`config.mk`:
```
export PLATFORM = sky130hd
export DESIGN_NAME = divider_core_flat
export DESIGN_NICKNAME = d
export VERILOG_FILES = /design/src/rtl/divider_core_if.sv /design/src/rtl/divider_core.sv /design/src/flat_wrapper.sv
export SDC_FILE = /design/constraint.sdc
export NUM_CORES = 1
export LEC_CHECK = 0
export ABC_AREA = 0
export ABC_CLOCK_PERIOD_IN_PS = 2000
export BUFFER_PORTS_ARGS = -buffer_cell sky130_fd_sc_hd__buf_2
export CORE_ASPECT_RATIO = 0.5
export CORE_MARGIN = 3
export CORE_UTILIZATION = 40
export DETAILED_ROUTE_END_ITERATION = 10
export PLACE_DENSITY = 0.68
export SYNTH_ARGS = -nofsm -noshare
export SYNTH_HDL_FRONTEND = slang
export SYNTH_SLANG_ARGS = --single-unit
```
`constraint.sdc`:
```
create_clock -name clk -period 2 [get_ports clk]
set_input_delay 0.4 -clock clk [delete_from_list [all_inputs] [get_ports clk]]
set_output_delay 0.4 -clock clk [all_outputs]
set_load 0.01 [all_outputs]
```
`src/rtl/divider_core_if.sv`:
```
// Handshake and operand/result bundle between the operand source,
// the divider core and the result consumer.
interface divider_core_if #(
    parameter int DIVIDEND_W = 8,
    parameter int DIVISOR_W  = 7
);
    logic                  start;
    logic [DIVIDEND_W-1:0] dividendin;
    logic [DIVISOR_W-1:0]  divisorin;
    logic                  busy;
    logic                  done;
    logic [DIVIDEND_W-1:0] quotient;
    logic [DIVISOR_W-1:0]  remainder;
    logic                  div_by_zero;

    // Operand source / result consumer side
    modport master (
        output start, dividendin, divisorin,
        input  busy, done, quotient, remainder, div_by_zero
    );

    // Divider side
    modport slave (
        input  start, dividendin, divisorin,
        output busy, done, quotient, remainder, div_by_zero
    );
endinterface

```
`src/rtl/divider_core.sv`:
```
// Sequential unsigned restoring divider: one quotient bit per clock,
// start/done handshake, registered results held until the next division.
module divider_core #(
    parameter int DIVIDEND_W = 8,
    parameter int DIVISOR_W  = 7
) (
    input  logic          clk,
    input  logic          reset,
    divider_core_if.slave bus
);
    localparam int CNT_W = $clog2(DIVIDEND_W + 1);

    typedef enum logic [1:0] {IDLE, CALC, DONE, ZERO} state_t;

    state_t                       state;
    logic        [DIVIDEND_W-1:0] q_sh;
    logic        [DIVISOR_W-1:0]  d_reg;
    // The partial remainder is always below the divisor, so its top bit
    // is always zero and only DIVISOR_W bits need to be held.
    logic        [DIVISOR_W-1:0]  p_rem;
    logic        [CNT_W-1:0]      cnt;

    logic        [DIVISOR_W:0]    trial;
    logic signed [DIVISOR_W+1:0]  diff;
    logic                         q_bit;
    logic        [DIVISOR_W-1:0]  p_next;

    logic                         busy_r;
    logic                         done_r;
    logic        [DIVIDEND_W-1:0] quot_r;
    logic        [DIVISOR_W-1:0]  rem_r;
    logic                         dz_r;

    assign bus.busy        = busy_r;
    assign bus.done        = done_r;
    assign bus.quotient    = quot_r;
    assign bus.remainder   = rem_r;
    assign bus.div_by_zero = dz_r;

    // Trial subtraction with a guard bit; a negative difference restores.
    always_comb begin
        trial  = {p_rem, q_sh[DIVIDEND_W-1]};
        diff   = $signed({1'b0, trial}) - $signed({2'b00, d_reg});
        q_bit  = (diff >= 0);
        p_next = q_bit ? diff[DIVISOR_W-1:0] : trial[DIVISOR_W-1:0];
    end

    // Sequencing FSM, shift/subtract datapath and registered outputs.
    always_ff @(posedge clk or posedge reset) begin
        if (reset) begin
            state  <= IDLE;
            q_sh   <= '0;
            d_reg  <= '0;
            p_rem  <= '0;
            cnt    <= '0;
            busy_r <= 1'b0;
            done_r <= 1'b0;
            quot_r <= '0;
            rem_r  <= '0;
            dz_r   <= 1'b0;
        end else begin
            done_r <= 1'b0;
            case (state)
                IDLE: begin
                    if (bus.start) begin
                        busy_r <= 1'b1;
                        if (bus.divisorin != '0) begin
                            q_sh  <= bus.dividendin;
                            d_reg <= bus.divisorin;
                            p_rem <= '0;
                            cnt   <= CNT_W'(DIVIDEND_W);
                            state <= CALC;
                        end else begin
                            state <= ZERO;
                        end
                    end
                end
                CALC: begin
                    q_sh  <= {q_sh[DIVIDEND_W-2:0], q_bit};
                    p_rem <= p_next;
                    cnt   <= cnt - CNT_W'(1);
                    if (cnt == CNT_W'(1)) begin
                        state <= DONE;
                    end
                end
                DONE: begin
                    quot_r <= q_sh;
                    rem_r  <= p_rem;
                    dz_r   <= 1'b0;
                    done_r <= 1'b1;
                    busy_r <= 1'b0;
                    state  <= IDLE;
                end
                ZERO: begin
                    quot_r <= '1;
                    rem_r  <= '0;
                    dz_r   <= 1'b1;
                    done_r <= 1'b1;
                    busy_r <= 1'b0;
                    state  <= IDLE;
                end
                default: begin
                    busy_r <= 1'b0;
                    state  <= IDLE;
                end
            endcase
        end
    end
endmodule

```
`src/flat_wrapper.sv`:
```
// flat-port wrapper written by rule: the top's interface ports become plain ports
module divider_core_flat 
#(
    parameter int DIVIDEND_W = 8,
    parameter int DIVISOR_W  = 7
)
  (clk, reset, bus_start, bus_dividendin, bus_divisorin, bus_busy, bus_done, bus_quotient, bus_remainder, bus_div_by_zero);
  divider_core_if #(.DIVIDEND_W(DIVIDEND_W), .DIVISOR_W(DIVISOR_W)) bus_i ();
  input  logic clk;
  input  logic reset;
  input wire logic [$bits(bus_i.start)-1:0] bus_start;
  input wire logic [$bits(bus_i.dividendin)-1:0] bus_dividendin;
  input wire logic [$bits(bus_i.divisorin)-1:0] bus_divisorin;
  output wire logic [$bits(bus_i.busy)-1:0] bus_busy;
  output wire logic [$bits(bus_i.done)-1:0] bus_done;
  output wire logic [$bits(bus_i.quotient)-1:0] bus_quotient;
  output wire logic [$bits(bus_i.remainder)-1:0] bus_remainder;
  output wire logic [$bits(bus_i.div_by_zero)-1:0] bus_div_by_zero;
  assign bus_i.start = bus_start;
  assign bus_i.dividendin = bus_dividendin;
  assign bus_i.divisorin = bus_divisorin;
  assign bus_busy = bus_i.busy;
  assign bus_done = bus_i.done;
  assign bus_quotient = bus_i.quotient;
  assign bus_remainder = bus_i.remainder;
  assign bus_div_by_zero = bus_i.div_by_zero;
  divider_core #(.DIVIDEND_W(DIVIDEND_W), .DIVISOR_W(DIVISOR_W)) u_core (.clk(clk), .reset(reset), .bus(bus_i));
endmodule
```
==> flow_metrics.py <==
metrics = {
    "run_status": {
        "status": "complete, no violations",
    },
    "power": {
        "leakagePower_nw": 1.254,
        "power_mw": 5.033,
        "power_density_nw_per_um2": 1821,
        "ir_drop_uv": 622.6,
    },
    "timing": {
        "final-hold-violation-count": 0,
        "fin_ws_ns": 0.05910,
        "finalCritPeriodShare_pct": 97.05,
        "slew_headroom_pct": 57.44,
        "fmax_mhz": 515.2,
        "setup_viol": 0,
        "fin_skew_ns": 0.002504,
        "slew_violations": 0,
        "rsz0062_at_grt": "yes",
        "finalSetupTns_ns": 0,
        "period_needed_ns": 1.941,
        "tightestPinTransition_ns": 0.6378,
    },
    "global_route": {
        "antenna_found_initial": 0,
        "grt_max_degree": 47,
        "grt-ovfl-total": 0,
        "grt_use_total_pct": 16.02,
        "grt_pass1_wl_mm": 8.314,
        "grt_pass1_vias": 1673,
    },
    "cts": {
        "root_buffer": "clkbuf_16",
        "cts_tree": "done",
        "cts-htree-levels": 2,
        "cts_buffer_depth": 2,
        "cts_buffers": 5,
        "clock_sinks": 46,
        "clkSlewWorstSetupHoldPaths_ns": 0.06,
        "clock_latency_ns": 0.28,
    },
    "finish": {
        "final_layout_size_suffix_gt1_share_pct": 24.64,
        "final_cell_mix": "dfrtp_1, buf_2, nor2_1",
        "insertedDiodeCount": 0,
        "nets": 303,
        "fillers": 475,
        "final_common_cell": "dfrtp_1",
        "final_util_pct": 53.36,
        "area_delta_synth_final_pct": 22.38,
        "final_area_sq_um": 2764,
    },
    "synthesis": {
        "ys_types": 40,
        "synth_ff_type": "dfrtp_1",
        "yosysSeqAreaShare_pct": 50.97,
        "ys_async_sr_fraction_pct": 100.0,
        "yosys_warnings": 0,
        "synth_fp_nets": 260,
        "postSynthCellCount": 232,
        "syn-mean-instance-area_sq_um": 9.735,
        "synth_enable_flop_cells": 0,
        "synth_seq_cells": 46,
        "synth.cell_area_sq_um": 2258,
    },
    "job": {
        "cap_violations": 0,
    },
    "floorplanning": {
        "die_area_sq_um": 6638,
        "dieWidth_microns": 112.3,
        "rows": 18,
        "coreArea_sq_um": 5180,
        "ios": 36,
        "start_util_pct": 43.60,
        "die-height_microns": 59.13,
    },
    "place": {
        "numPortBuffers": 35,
        "postPlaceCellArea_sq_um": 2540,
        "pre_cts_ws_ns": -0.02422,
        "gp_congestion": 0.7724,
        "dp_hpwl_mm": 3.639,
    },
    "route": {
        "wl_per_cell_microns": 14.62,
        "vias": 1805,
        "detail_route.vias_per_cell": 5.217,
        "drt_iter0_markers": 127,
        "wl_mm": 5.060,
        "dr.pass1.iters": 5,
        "drtAntennaViolNets": 0,
        "remaining_drc_errors": 0,
    },
    "worst_setup_path": {
        "end_kind": "register",
        "crit_path_max_fanout": 6,
        "worstPathArrival_ns": 2.09,
        "cp-start-kind": "register",
        "cp.required_ns": 2.15,
        "critPathKind": "register to register",
    },
    "hold_path": {
        "hold_class": "primary input to asynchronous set/reset pin",
    },
}
## critical path, stage by stage (launching register included)
cell       delay, ns
dfrtp_1         0.35
inv_2           0.04
ha_2            0.19
fa_2            0.40
nand2b_4        0.16
o2bb2ai_4       0.16
o21ba_4         0.24
a32oi_2         0.19
o31ai_1         0.09
## final timing paths
check / start / end / slack (ns) / cells past startpoint
max: u_core.q_sh[7] / u_core.p_rem[5] / 0.06 / 8
min: reset / u_core.bus.quotient[1] / 0.25 / 3
max reg2reg: u_core.q_sh[7] / u_core.p_rem[5] / 0.06 / 8
min reg2reg: u_core.bus.busy / u_core.bus.busy / 0.49 / 2
max in group asynchronous: reset / u_core.d_reg[3] / 1.37 / 3
min in group clk: bus_dividendin[3] / u_core.q_sh[3] / 0.35 / 3
## per-stage QoR
stage	hold slack [ns]	std cells
CTS	0.2733	342
detailed placement	0.4850	334
floorplan	0.4709	232
global route	0.3197	346
global placement	0.4837	334
finish	0.2532	346
## layout make-up
class,instances,area (sq um),area share [%]
Clock buffer,6,128.9,4.663
Clock inverter,2,13.76,0.4980
Inverter,26,97.59,3.531
Multi-Input combinational cell,148,1012,36.62
Sequential cell,46,1151,41.65
Tap cell,70,87.58,3.169
Timing Repair Buffer,48,272.8,9.869
## cells in the mapped netlist (2+ instances only)
cell / number / area (sq um)
mux2i_1: 4 / 40.04
a222oi_1: 5 / 50.05
nor2_1: 27 / 101.4
mux2_2: 2 / 22.52
xor2_1: 2 / 17.52
o21ai_0: 24 / 120.1
nor2b_1: 4 / 25.02
inv_1: 26 / 97.59
a32oi_1: 2 / 17.52
o31ai_1: 2 / 15.01
nand2_1: 21 / 78.83
clkbuf_1: 9 / 33.78
ha_1: 9 / 112.6
nor4_1: 2 / 12.51
nand3b_1: 2 / 15.01
a21oi_1: 13 / 65.06
xnor2_1: 3 / 26.28
nand3_1: 3 / 15.01
o311ai_0: 2 / 17.52
nand2b_1: 4 / 25.02
dfrtp_1: 46 / 1151
buf_2: 2 / 10.01
## per-layer routing
metal	vias to the layer above	track usage (%)	share of wire (%)	wire length (microns)
li1	878	-	-	-
met1	877	23.13	47	2377
met2	43	24.30	45	2262
met3	7	4.077	7.0	356
met4	0	4.110	1.2	63
met5	-	0	0	0
## report_power, final
part | internal (mW) | switching, mW
registers | 1.36 | 0.295
logic | 1.19 | 1.38
clock network | 0.463 | 0.337
total | 3.02 | 2.02
## timing repair
| action | 4_1_cts | 5_1_grt |
|---|---|---|
| setup endpoints to repair | 3 | 11 |
| resized for setup | 1 | 9 |
| cloned | 0 | 1 |
| buffers inserted | 0 | 3 |
| pin swaps | 0 | 4 |
| hold buffers | 0 | 0 |
## cells by family after synthesis
family | count (synthesis) | synth area share, %
and+or+nand+nor | 71 | 16.29
xor gates and xnor gates | 5 | 1.939
muxes | 6 | 2.770
AOI/OAI and AO/OA | 55 | 15.24
DFF | 46 | 50.97
buffers and inverters | 39 | 6.925
adders and majority gates | 10 | 5.873
No activity file was read; power rests on OpenSTA's default activity.
